===== config.mk =====
export PLATFORM = sky130hd
export DESIGN_NAME = ps2_key_ctrl
export DESIGN_NICKNAME = d
export VERILOG_FILES = /design/src/rtl/ps2_pkg.sv /design/src/rtl/ps2_ascii_lut.sv /design/src/rtl/ps2_key_ctrl.sv
export SDC_FILE = /design/constraint.sdc
export NUM_CORES = 1
export LEC_CHECK = 0
export ABC_AREA = 1
export CAP_MARGIN = 20
export CORE_AREA = 2 2 98 100
export DETAILED_ROUTE_END_ITERATION = 8
export DIE_AREA = 0 0 100 102
export PLACE_DENSITY = 0.78
export SETUP_SLACK_MARGIN = 0.1
export SYNTH_ARGS = -nofsm -noshare
export SYNTH_HDL_FRONTEND = slang
export SYNTH_SLANG_ARGS = --single-unit

===== constraint.sdc =====
create_clock -name clk -period 3.4 [get_ports clk]
set_input_delay 0.68 -clock clk [delete_from_list [all_inputs] [get_ports clk]]
set_output_delay 0.68 -clock clk [all_outputs]
set_load 0.005 [all_outputs]

===== src/rtl/ps2_pkg.sv =====
// ps2_pkg -- shared definitions for the PS/2 key controller.
//   * Set-2 prefix / protocol codes (E0, F0, E1, AA, FA, FE, plus 00/FF)
//   * Modifier make codes (shift, ctrl, caps-lock)
//   * Navigation output codes placed in the key FIFO (0x80..0x83)
//   * Prefix FSM state encoding
package ps2_pkg;

    // Prefix and protocol codes
    localparam logic [7:0] CODE_EXT  = 8'hE0;
    localparam logic [7:0] CODE_BRK  = 8'hF0;
    localparam logic [7:0] CODE_E1   = 8'hE1;
    localparam logic [7:0] CODE_BAT  = 8'hAA;
    localparam logic [7:0] CODE_ACK  = 8'hFA;
    localparam logic [7:0] CODE_RSND = 8'hFE;
    localparam logic [7:0] CODE_ERR0 = 8'h00;
    localparam logic [7:0] CODE_ERRF = 8'hFF;

    // Modifier make codes
    localparam logic [7:0] CODE_LSHIFT = 8'h12;
    localparam logic [7:0] CODE_RSHIFT = 8'h59;
    localparam logic [7:0] CODE_CTRL   = 8'h14;
    localparam logic [7:0] CODE_CAPS   = 8'h58;

    // Navigation key outputs
    localparam logic [7:0] NAV_UP    = 8'h80;
    localparam logic [7:0] NAV_DOWN  = 8'h81;
    localparam logic [7:0] NAV_LEFT  = 8'h82;
    localparam logic [7:0] NAV_RIGHT = 8'h83;

    typedef enum logic [1:0] {
        ST_IDLE    = 2'd0,
        ST_EXT     = 2'd1,
        ST_BRK     = 2'd2,
        ST_EXT_BRK = 2'd3
    } ps2_state_e;

    // Protocol bytes that never belong to a key sequence and must not disturb
    // the prefix state.
    function automatic logic is_ignored(input logic [7:0] code);
        return (code == CODE_E1)  || (code == CODE_BAT)  || (code == CODE_ACK) ||
               (code == CODE_RSND) || (code == CODE_ERR0) || (code == CODE_ERRF);
    endfunction

endpackage


===== src/rtl/ps2_ascii_lut.sv =====
// ps2_ascii_lut -- combinational set-2 scan code to ASCII translation.
// Ports:
//   code_i   [7:0]  make code (prefix already stripped)
//   ext_i           code was preceded by E0
//   shift_i         either shift held
//   caps_i          caps-lock active
//   ctrl_i          either ctrl held
//   ascii_o  [7:0]  translated character / nav code, 0x00 = unmapped
module ps2_ascii_lut
    import ps2_pkg::*;
(
    input  logic [7:0] code_i,
    input  logic       ext_i,
    input  logic       shift_i,
    input  logic       caps_i,
    input  logic       ctrl_i,
    output logic [7:0] ascii_o
);

    logic [7:0] letter;    // lowercase letter, 0 if code is not a letter
    logic [7:0] plain;     // unshifted form of a non-letter
    logic [7:0] shifted;   // shifted form of a non-letter

    always_comb begin
        // NOTE: every signal assigned in a combinational block gets a default
        // first, so no path leaves it unassigned and no latch is inferred.
        letter = 8'h00;
        case (code_i)
            8'h1C: letter = "a";  8'h32: letter = "b";  8'h21: letter = "c";
            8'h23: letter = "d";  8'h24: letter = "e";  8'h2B: letter = "f";
            8'h34: letter = "g";  8'h33: letter = "h";  8'h43: letter = "i";
            8'h3B: letter = "j";  8'h42: letter = "k";  8'h4B: letter = "l";
            8'h3A: letter = "m";  8'h31: letter = "n";  8'h44: letter = "o";
            8'h4D: letter = "p";  8'h15: letter = "q";  8'h2D: letter = "r";
            8'h1B: letter = "s";  8'h2C: letter = "t";  8'h3C: letter = "u";
            8'h2A: letter = "v";  8'h1D: letter = "w";  8'h22: letter = "x";
            8'h35: letter = "y";  8'h1A: letter = "z";
            default: letter = 8'h00;
        endcase
    end

    always_comb begin
        plain   = 8'h00;
        shifted = 8'h00;
        case (code_i)
            8'h16: begin plain = "1";   shifted = "!";   end
            8'h1E: begin plain = "2";   shifted = "@";   end
            8'h26: begin plain = "3";   shifted = "#";   end
            8'h25: begin plain = "4";   shifted = "$";   end
            8'h2E: begin plain = "5";   shifted = "%";   end
            8'h36: begin plain = "6";   shifted = "^";   end
            8'h3D: begin plain = "7";   shifted = "&";   end
            8'h3E: begin plain = "8";   shifted = "*";   end
            8'h46: begin plain = "9";   shifted = "(";   end
            8'h45: begin plain = "0";   shifted = ")";   end
            8'h0E: begin plain = 8'h60; shifted = "~";   end
            8'h4E: begin plain = "-";   shifted = "_";   end
            8'h55: begin plain = "=";   shifted = "+";   end
            8'h54: begin plain = "[";   shifted = "{";   end
            8'h5B: begin plain = "]";   shifted = "}";   end
            8'h5D: begin plain = 8'h5C; shifted = "|";   end
            8'h4C: begin plain = ";";   shifted = ":";   end
            8'h52: begin plain = 8'h27; shifted = 8'h22; end
            8'h41: begin plain = ",";   shifted = "<";   end
            8'h49: begin plain = ".";   shifted = ">";   end
            8'h4A: begin plain = "/";   shifted = "?";   end
            // Control keys are unaffected by shift
            8'h5A: begin plain = 8'h0D; shifted = 8'h0D; end
            8'h66: begin plain = 8'h08; shifted = 8'h08; end
            8'h0D: begin plain = 8'h09; shifted = 8'h09; end
            8'h76: begin plain = 8'h1B; shifted = 8'h1B; end
            8'h29: begin plain = 8'h20; shifted = 8'h20; end
            default: begin plain = 8'h00; shifted = 8'h00; end
        endcase
    end

    always_comb begin
        ascii_o = 8'h00;
        if (ext_i) begin
            // Extended keys: only the navigation cluster is mapped
            case (code_i)
                8'h75:   ascii_o = NAV_UP;
                8'h72:   ascii_o = NAV_DOWN;
                8'h6B:   ascii_o = NAV_LEFT;
                8'h74:   ascii_o = NAV_RIGHT;
                8'h71:   ascii_o = 8'h7F;
                8'h5A:   ascii_o = 8'h0D;
                default: ascii_o = 8'h00;
            endcase
        end else if (letter != 8'h00) begin
            // 'a' is 0x61; subtracting 0x60 gives control codes 0x01..0x1A
            if (ctrl_i)
                ascii_o = letter - 8'h60;
            else if (shift_i ^ caps_i)
                ascii_o = letter - 8'h20;
            else
                ascii_o = letter;
        end else begin
            ascii_o = shift_i ? shifted : plain;
        end
    end

endmodule


===== src/rtl/ps2_key_ctrl.sv =====
// ps2_key_ctrl -- turns the raw PS/2 set-2 scan code stream into key events.
// Runs the E0/F0 prefix FSM, tracks shift/ctrl/caps, translates makes through
// ps2_ascii_lut and buffers results in a show-ahead FIFO for the CPU.
// Ports:
//   clk, rst_n        system clock, async active-low reset
//   code_in/code_valid scan code byte and its one-cycle strobe
//   rd_en             pop the FIFO head (ignored while empty)
//   clr_ovf           clear the sticky overflow flag
//   key_data          FIFO head, 0x00 when empty
//   key_avail         FIFO not empty
//   key_count         FIFO occupancy
//   overflow          sticky: a key was dropped on a full FIFO
//   shift_o/ctrl_o/caps_o  modifier state
module ps2_key_ctrl
    import ps2_pkg::*;
#(
    parameter int FIFO_DEPTH = 8,
    parameter int CNT_W      = 4
) (
    input  logic             clk,
    input  logic             rst_n,
    input  logic [7:0]       code_in,
    input  logic             code_valid,
    input  logic             rd_en,
    input  logic             clr_ovf,
    output logic [7:0]       key_data,
    output logic             key_avail,
    output logic [CNT_W-1:0] key_count,
    output logic             overflow,
    output logic             shift_o,
    output logic             ctrl_o,
    output logic             caps_o
);

    localparam int PTR_W = $clog2(FIFO_DEPTH);
    localparam logic [CNT_W-1:0] FULL_CNT = CNT_W'(FIFO_DEPTH);

    ps2_state_e state_q, state_d;
    logic lshift_q, lshift_d, rshift_q, rshift_d;
    logic lctrl_q, lctrl_d, rctrl_q, rctrl_d;
    logic caps_q, caps_d;
    logic push_req;
    logic is_ext;
    logic [7:0] ascii;

    logic [7:0]       mem_q [FIFO_DEPTH];
    logic [PTR_W-1:0] wr_ptr_q, rd_ptr_q;
    logic [CNT_W-1:0] count_q;
    logic             ovf_q;
    logic             do_pop, do_push, drop;

    assign is_ext = (state_q == ST_EXT) || (state_q == ST_EXT_BRK);

    ps2_ascii_lut u_lut (
        .code_i  (code_in),
        .ext_i   (is_ext),
        .shift_i (lshift_q | rshift_q),
        .caps_i  (caps_q),
        .ctrl_i  (lctrl_q | rctrl_q),
        .ascii_o (ascii)
    );

    // ---------------- prefix FSM and modifier tracking ----------------
    always_ff @(posedge clk or negedge rst_n) begin
        // NOTE: sequential state uses non-blocking assignments so every
        // register samples pre-edge values regardless of statement order.
        if (!rst_n) begin
            state_q  <= ST_IDLE;
            lshift_q <= 1'b0;
            rshift_q <= 1'b0;
            lctrl_q  <= 1'b0;
            rctrl_q  <= 1'b0;
            caps_q   <= 1'b0;
        end else begin
            state_q  <= state_d;
            lshift_q <= lshift_d;
            rshift_q <= rshift_d;
            lctrl_q  <= lctrl_d;
            rctrl_q  <= rctrl_d;
            caps_q   <= caps_d;
        end
    end

    always_comb begin
        state_d  = state_q;
        lshift_d = lshift_q;
        rshift_d = rshift_q;
        lctrl_d  = lctrl_q;
        rctrl_d  = rctrl_q;
        caps_d   = caps_q;
        push_req = 1'b0;
        if (code_valid && !is_ignored(code_in)) begin
            case (state_q)
                ST_IDLE, ST_EXT: begin
                    if (code_in == CODE_BRK) begin
                        state_d = (state_q == ST_EXT) ? ST_EXT_BRK : ST_BRK;
                    end else if (code_in == CODE_EXT) begin
                        state_d = ST_EXT;
                    end else begin
                        state_d = ST_IDLE;
                        case (code_in)
                            CODE_LSHIFT: lshift_d = 1'b1;
                            CODE_RSHIFT: rshift_d = 1'b1;
                            CODE_CTRL: begin
                                if (is_ext) rctrl_d = 1'b1;
                                else        lctrl_d = 1'b1;
                            end
                            CODE_CAPS:   caps_d = ~caps_q;
                            default:     push_req = (ascii != 8'h00);
                        endcase
                    end
                end
                default: begin // ST_BRK, ST_EXT_BRK
                    state_d = ST_IDLE;
                    case (code_in)
                        CODE_LSHIFT: lshift_d = 1'b0;
                        CODE_RSHIFT: rshift_d = 1'b0;
                        CODE_CTRL: begin
                            if (is_ext) rctrl_d = 1'b0;
                            else        lctrl_d = 1'b0;
                        end
                        default: ;
                    endcase
                end
            endcase
        end
    end

    assign shift_o = lshift_q | rshift_q;
    assign ctrl_o  = lctrl_q | rctrl_q;
    assign caps_o  = caps_q;

    // ---------------- key FIFO ----------------
    assign do_pop  = rd_en && (count_q != '0);
    // A pop in the same cycle frees the slot, so a full FIFO still accepts.
    assign do_push = push_req && ((count_q != FULL_CNT) || do_pop);
    assign drop    = push_req && !do_push;

    // NOTE: the storage array has no reset; entries are only observable once
    // written, and leaving it out of reset lets it map onto plain RAM/flops.
    always_ff @(posedge clk) begin
        if (do_push) mem_q[wr_ptr_q] <= ascii;
    end

    always_ff @(posedge clk or negedge rst_n) begin
        if (!rst_n) begin
            wr_ptr_q <= '0;
            rd_ptr_q <= '0;
            count_q  <= '0;
            ovf_q    <= 1'b0;
        end else begin
            // Pointers are PTR_W bits wide, so they wrap modulo FIFO_DEPTH.
            if (do_push) wr_ptr_q <= wr_ptr_q + 1'b1;
            if (do_pop)  rd_ptr_q <= rd_ptr_q + 1'b1;
            if (do_push && !do_pop)      count_q <= count_q + 1'b1;
            else if (do_pop && !do_push) count_q <= count_q - 1'b1;
            // A drop in the same cycle as clr_ovf wins.
            if (drop)         ovf_q <= 1'b1;
            else if (clr_ovf) ovf_q <= 1'b0;
        end
    end

    assign key_avail = (count_q != '0);
    assign key_data  = key_avail ? mem_q[rd_ptr_q] : 8'h00;
    assign key_count = count_q;
    assign overflow  = ovf_q;

endmodule


==> impl_metrics.toml, run 1 <==
[power_and_ir_drop]
internal_power_mw = 2.38
p_total_mw = 3.99
power_leakage_nw = 3.45
peakVddDrop_mv = 0.686
combPwrFrac = 0.502
p_per_area_nw_per_um2 = 518
netSwitchingPower_mw = 1.61
pwr-share-clk = 0.164
switching_share = 0.404
power.share.sequential = 0.335

[die]
core_area_sq_um = 9110
die_height_um = 102
rows = 35
start_util = 0.583
io_pins = 30
die_area_sq_um = 10200
die_w_um = 100

[worst_setup_path]
worst_setup_path_end_kind = "flop"
r2r.worst_path.cells = 20
crit_path_start_kind = "input port"
r2r_slack_ns = 0
slowest_stage = "fa_2"
rr_startpoint = "rshift_q"
critPathMaxFanout = 6
cp.required_ns = 3.65
r2r_end = "key_count[1]"
setup.worst_path.class = "in2reg"
crit_end = "key_count[1]"
worst-endpoint-arrival_ns = 3.82
crit_path_start = "code_in[1]"
slowest_delay_ns = 0.44

[detailed_routing]
dr.pass1.iters = 8
vias_per_cell = 6.30
num_vias = 6227
postRouteAntennaNets = 0
wirelength_um = 19900
drt-initial-drc-count = 919
avgRoutedWirePerCell_um = 20.1
drc = 0

[cells_and_area]
post-route-util = 0.846
diodes = 0
fillers = 525
drive_gt1_frac = 0.376
regArea_sq_um = 2370
multi_input_area_sq_um = 3130
nets = 899
syn_to_final_growth_pct = 45.1

[job]
maxCapViolations = 0

[yosys]
netlist.area_leader.share = 0.362
synth_common_cells = "173 x nand2_1, 104 x nor2_1, 66 x nand3_1"
synth_top_flop_cell = "edfxtp_1"
synth_edf_count = 64
seq_area_frac_synth = 0.447
ys_types = 44
async_flop_share = 0.220
yosysMostFrequentCell = "nand2_1"
synthAdderAreaFrac = 0.0321
synthMuxAreaShare = 0.00212
yosys_warnings = 0
synth_simple_gate_area_share = 0.324
yosys.area_share.xor_xnor = 0.0132
synthesis.nets = 716
syn_avg_cell_area_sq_um = 7.69
synth_top_family_by_area = "simple AND/OR/NAND/NOR gates"
synth_area_sq_um = 5310
synth_compound_area_frac = 0.114
yosysTopAreaCell = "edfxtp_1"
synth_area_leaders = "edfxtp_1 36%, nand2_1 12%, dfrtp_1 8.5%, nor2_1 7.4%, nand3_1 6.2%"
ys_ff_latch = 82
synthCells = 690

[placed_design]
place_hpwl_um = 12800
gp_congestion = 1.07
port_buffers = 29

[sta]
fin_skew_ns = 0.0131
maxSlewViolCount = 0
setup_slack_ns = -0.169
fin_crit_sh = 1.05
tns_ns = -0.381
hold_viol_final = 0
rsz0062_at_grt = "yes"
tightest_slew_ns = 0.775
relSlewSlack = 0.482
post-route-min-period_ns = 3.57
fmax_mhz = 280
finalSetupViolCount = 3

[global_routing]
gr-total-overflow = 0
grt.total_usage = 0.384
grt_pass1_vias = 5941
grt_max_degree = 34
grt_pass1_wl_um = 30000
antenna_found_initial = 0

[clocking]
clockBufferDepth = 2
ctsHtreeMaxLevel = 3
cts_hold_buffers = 0
clockRootBuffer = "clkbuf_8"
insertion_delay_ns = 0.36
cts-buffers-inserted = 9
cts_tree = "built"
clock_sinks = 82
cts.clk_slew.worst_paths_ns = 0.09

[outcome]
status = "finished, violations left"
failed_checks = "negative setup slack"

[min_path]
hold_class = "reg2reg"
hold_path_depth = 2
## cell families (layout without fill, tap and decap cells)
logic type,Yosys count,after routing
adders and majority gates,13,13
muxes,1,1
AOI/OAI and AO/OA,111,111
buffers and inverters,85,273
and+or+nand+nor,390,390
DFF,82,82
xor gates and xnor gates,8,8
## flip-flops by register name, summed over array words and instances, names as in the netlist
register and flops:
caps_o 1, key_count 4, lctrl_q 1, lshift_q 1
mem_q 64, overflow 1, rctrl_q 1, rd_ptr_q 3
rshift_q 1, state_q 2, wr_ptr_q 3
## per-layer routing
metal	wire (um)	global-route usage	part of all wire	vias up
met5	0	0	0	-
met4	1220	0.196	0.061	0
met3	2430	0.0848	0.12	163
met2	9000	0.621	0.45	528
met1	7250	0.489	0.36	2843
li1	-	-	-	2693
## per-stage QoR
step	hold WS [ns]	setup WS, ns	instances	cell area [sq um]
after floorplan	0.384	-0.213	690	5370
after global placement	0.468	-0.955	946	6740
after detailed placement	0.474	-1.03	946	6740
after CTS	0.493	0.0248	985	7560
after global routing	0.522	-0.311	989	7700
final	0.492	-0.169	989	7700
## area by class of cell
type,count,share of cell area
Sequential cell,82,0.308
Timing Repair Buffer,198,0.215
Clock buffer,10,0.0166
Multi-Input combinational cell,523,0.406
Inverter,59,0.0313
Tap cell,111,0.0180
Clock inverter,6,0.00552
## power groups by stage
stage | clock, mW | combinational, mW | sequential [mW]
floorplan | 0 | 0.950 | 1.34
global placement | 0 | 1.64 | 1.34
detailed placement | 0 | 1.72 | 1.35
CTS | 0.647 | 1.85 | 1.33
global route | 0.684 | 2.14 | 1.35
finish | 0.653 | 2.00 | 1.33
## placed cells by master, fill, tap and decap left out, types with 4 or more instances in the layout
cell and n:
clkdlybuf4s50_1 21, nand2_2 37, nand3_1 44, nor2_2 8
nand2_4 13, edfxtp_1 64, o21ai_0 54, clkbuf_8 9
ha_4 8, a31oi_1 9, nand2_1 130, buf_6 17
nor3_1 4, inv_2 10, o21ai_1 6, buf_4 150
inv_1 44, nand4_1 12, dfrtp_1 18, o22ai_1 9
a21oi_2 6, nor2_1 96, nand3_4 6, a21oi_1 16
xor2_1 6, nand3_2 18, nor2_4 11
## critical path: cells and delay by family
kind | cells | cell delay [ns]
multiplexers | 1 | 0.28
AND/OR/NAND/NOR | 13 | 1.42
adder cells (fa/ha/maj) | 3 | 0.76
buffers and inverters | 8 | 0.68
## worst min-delay path by stage
stage                     slack [ns]  startpoint      end
final                           0.49     rctrl_q  rctrl_q
after global routing            0.52     rctrl_q  rctrl_q
after CTS                       0.49     lctrl_q  lctrl_q
after detailed placement        0.47     lctrl_q  lctrl_q
after global placement          0.47     rctrl_q  rctrl_q
after floorplan                 0.38       rst_n   caps_o
## what timing repair did
action / CTS / global route
setup buffers: 23 / 4
gates resized for setup: 152 / 41
setup endpoints to repair: 68 / 3
pin swaps: 60 / 39
No activity file was read; power rests on OpenSTA's default activity.
==> run 2: changes to the inputs <==
--- a/config.mk
+++ b/config.mk
@@ -7,10 +7,10 @@
 export LEC_CHECK = 0
 export ABC_AREA = 1
 export CAP_MARGIN = 20
-export CORE_AREA = 2 2 98 100
+export CORE_AREA = 2 2 149 151
 export DETAILED_ROUTE_END_ITERATION = 8
-export DIE_AREA = 0 0 100 102
-export PLACE_DENSITY = 0.78
+export DIE_AREA = 0 0 151 153
+export PLACE_DENSITY = 0.52
 export SETUP_SLACK_MARGIN = 0.1
 export SYNTH_ARGS = -nofsm -noshare
 export SYNTH_HDL_FRONTEND = slang
==> impl_metrics.toml, run 2 (synthesis results as in run 1) <==
[outcome]
status = "finished, violations left"
failed_checks = "negative setup slack"

[sta]
post-route-min-period_ns = 3.43
finalSetupViolCount = 1
tns_ns = -0.0287
hold_viol_final = 0
rsz0062_at_grt = "yes"
tightest_slew_ns = 0.798
fin_crit_sh = 1.01
maxSlewViolCount = 0
fin_skew_ns = 0.00553
fmax_mhz = 292
setup_slack_ns = -0.0287
relSlewSlack = 0.466

[clocking]
cts_tree = "built"
clockRootBuffer = "clkbuf_16"
clock_sinks = 82
ctsHtreeMaxLevel = 3
insertion_delay_ns = 0.33
cts.clk_slew.worst_paths_ns = 0.06
cts-buffers-inserted = 9
clockBufferDepth = 2

[worst_setup_path]
worst-endpoint-arrival_ns = 3.65
cp.required_ns = 3.62
crit_path_start_kind = "input port"
worst_setup_path_end_kind = "flop"
r2r_slack_ns = 0.29
setup.worst_path.class = "in2reg"
critPathMaxFanout = 8

[power_and_ir_drop]
switching_share = 0.353
internal_power_mw = 2.64
netSwitchingPower_mw = 1.44
power.share.sequential = 0.326
p_per_area_nw_per_um2 = 522
p_total_mw = 4.08
power_leakage_nw = 3.45
peakVddDrop_mv = 0.253
pwr-share-clk = 0.237
combPwrFrac = 0.436

[cells_and_area]
drive_gt1_frac = 0.336
layout_commonest_cell = "buf_4"
diodes = 0
largest_reg_flops = 64
syn_to_final_growth_pct = 47.2
mostFrequentLayoutCells = "163 x buf_4, 148 x nand2_1, 96 x nor2_1, 64 x edfxtp_1, 54 x o21ai_0"
nets = 900
stdcell_count = 1159
regMostFlops = "mem_q"

[detailed_routing]
dr.pass1.iters = 5
drc = 0
num_vias = 5357
postRouteAntennaNets = 0
drt-initial-drc-count = 398
avgRoutedWirePerCell_um = 14.3
wirelength_um = 16600
vias_per_cell = 4.62

[die]
io_pins = 30
start_util = 0.247
core_area_sq_um = 21500
rows = 54
die_w_um = 151
die_area_sq_um = 23100
die_height_um = 153

[global_routing]
antenna_found_initial = 0
gr-total-overflow = 0
grt_pass1_wl_um = 27100
grt_pass1_vias = 5211
grt.total_usage = 0.147
grt_max_degree = 34

[min_path]
hold_class = "reg2reg"

[placed_design]
gp_congestion = 0.986
dpl.cell_count = 1127
port_buffers = 29
place_hpwl_um = 12600

[job]
maxCapViolations = 0
[run 2: per-layer routing]
layer  vias up  GRT usage  wire length [um]
met5         -          0                 0
met4         0     0.0552               556
met3        45     0.0200               740
met2       167      0.247              8030
met1      2456      0.193              7280
li1       2689          -                 -
[run 2: final timing paths]
kind	start	end	depth (start not counted)
max	code_in[1]	key_count[3]	26
min	lctrl_q	lctrl_q	2
max reg2reg	rshift_q	key_count[3]	23
min reg2reg	lctrl_q	lctrl_q	2
max in group asynchronous	rst_n	wr_ptr_q[2]	1
min in group asynchronous	rst_n	caps_o	1
[run 2: cell type report]
class	instances	area, sq um
Multi-Input combinational cell	523	2950
Clock buffer	9	225
Fill cell	2252	13700
Inverter	59	241
Timing Repair Buffer	199	1600
Tap cell	280	350
Sequential cell	82	2370
Clock inverter	7	76.3
[run 2: power by group through the flow]
stage	Combinational [mW]	Clock, mW	Sequential [mW]
6_report	1.78	0.968	1.33
3_3_place_gp	1.68	0	1.34
2_1_floorplan	0.950	0	1.34
3_5_place_dp	1.69	0	1.35
5_1_grt	2.00	1.03	1.35
4_1_cts	1.76	0.991	1.33
[run 2: repair_timing]
item,CTS,global route
gates cloned,0,0
setup endpoints to repair,68,6
pin swaps,39,25
hold buffers,0,0
gates resized for setup,112,21
buffers inserted,13,4
[run 2: worst max-delay path, cell delays in order]
cell and delay [ns]:
buf_8 0.10, buf_6 0.12, ha_4 0.21, nand2_4 0.10, inv_4 0.04, nand2_4 0.08, nor2_4 0.05, nand2_1 0.05
o21ai_1 0.05, nor3_1 0.16, nand2_1 0.09, inv_1 0.07, nand2_2 0.06, or3_4 0.38, nor2_4 0.17, nand3_4 0.09
inv_2 0.08, ha_4 0.14, inv_4 0.04, ha_4 0.20, a21o_1 0.16, a21oi_2 0.15, nor2_1 0.05, nor2_1 0.10
nand2_1 0.08, xor2_1 0.14
[run 2: stage by stage]
step                hold slack [ns]  instance area (sq um)   util  setup WS [ns]
finish                        0.488                   7810  0.364        -0.0287
global route                  0.521                   7810  0.364         -0.214
CTS                           0.496                   7730  0.360       -0.00737
detailed placement            0.481                   7030  0.327         -0.962
global placement              0.471                   7030  0.327         -0.950
floorplan                     0.384                   5370      -         -0.213
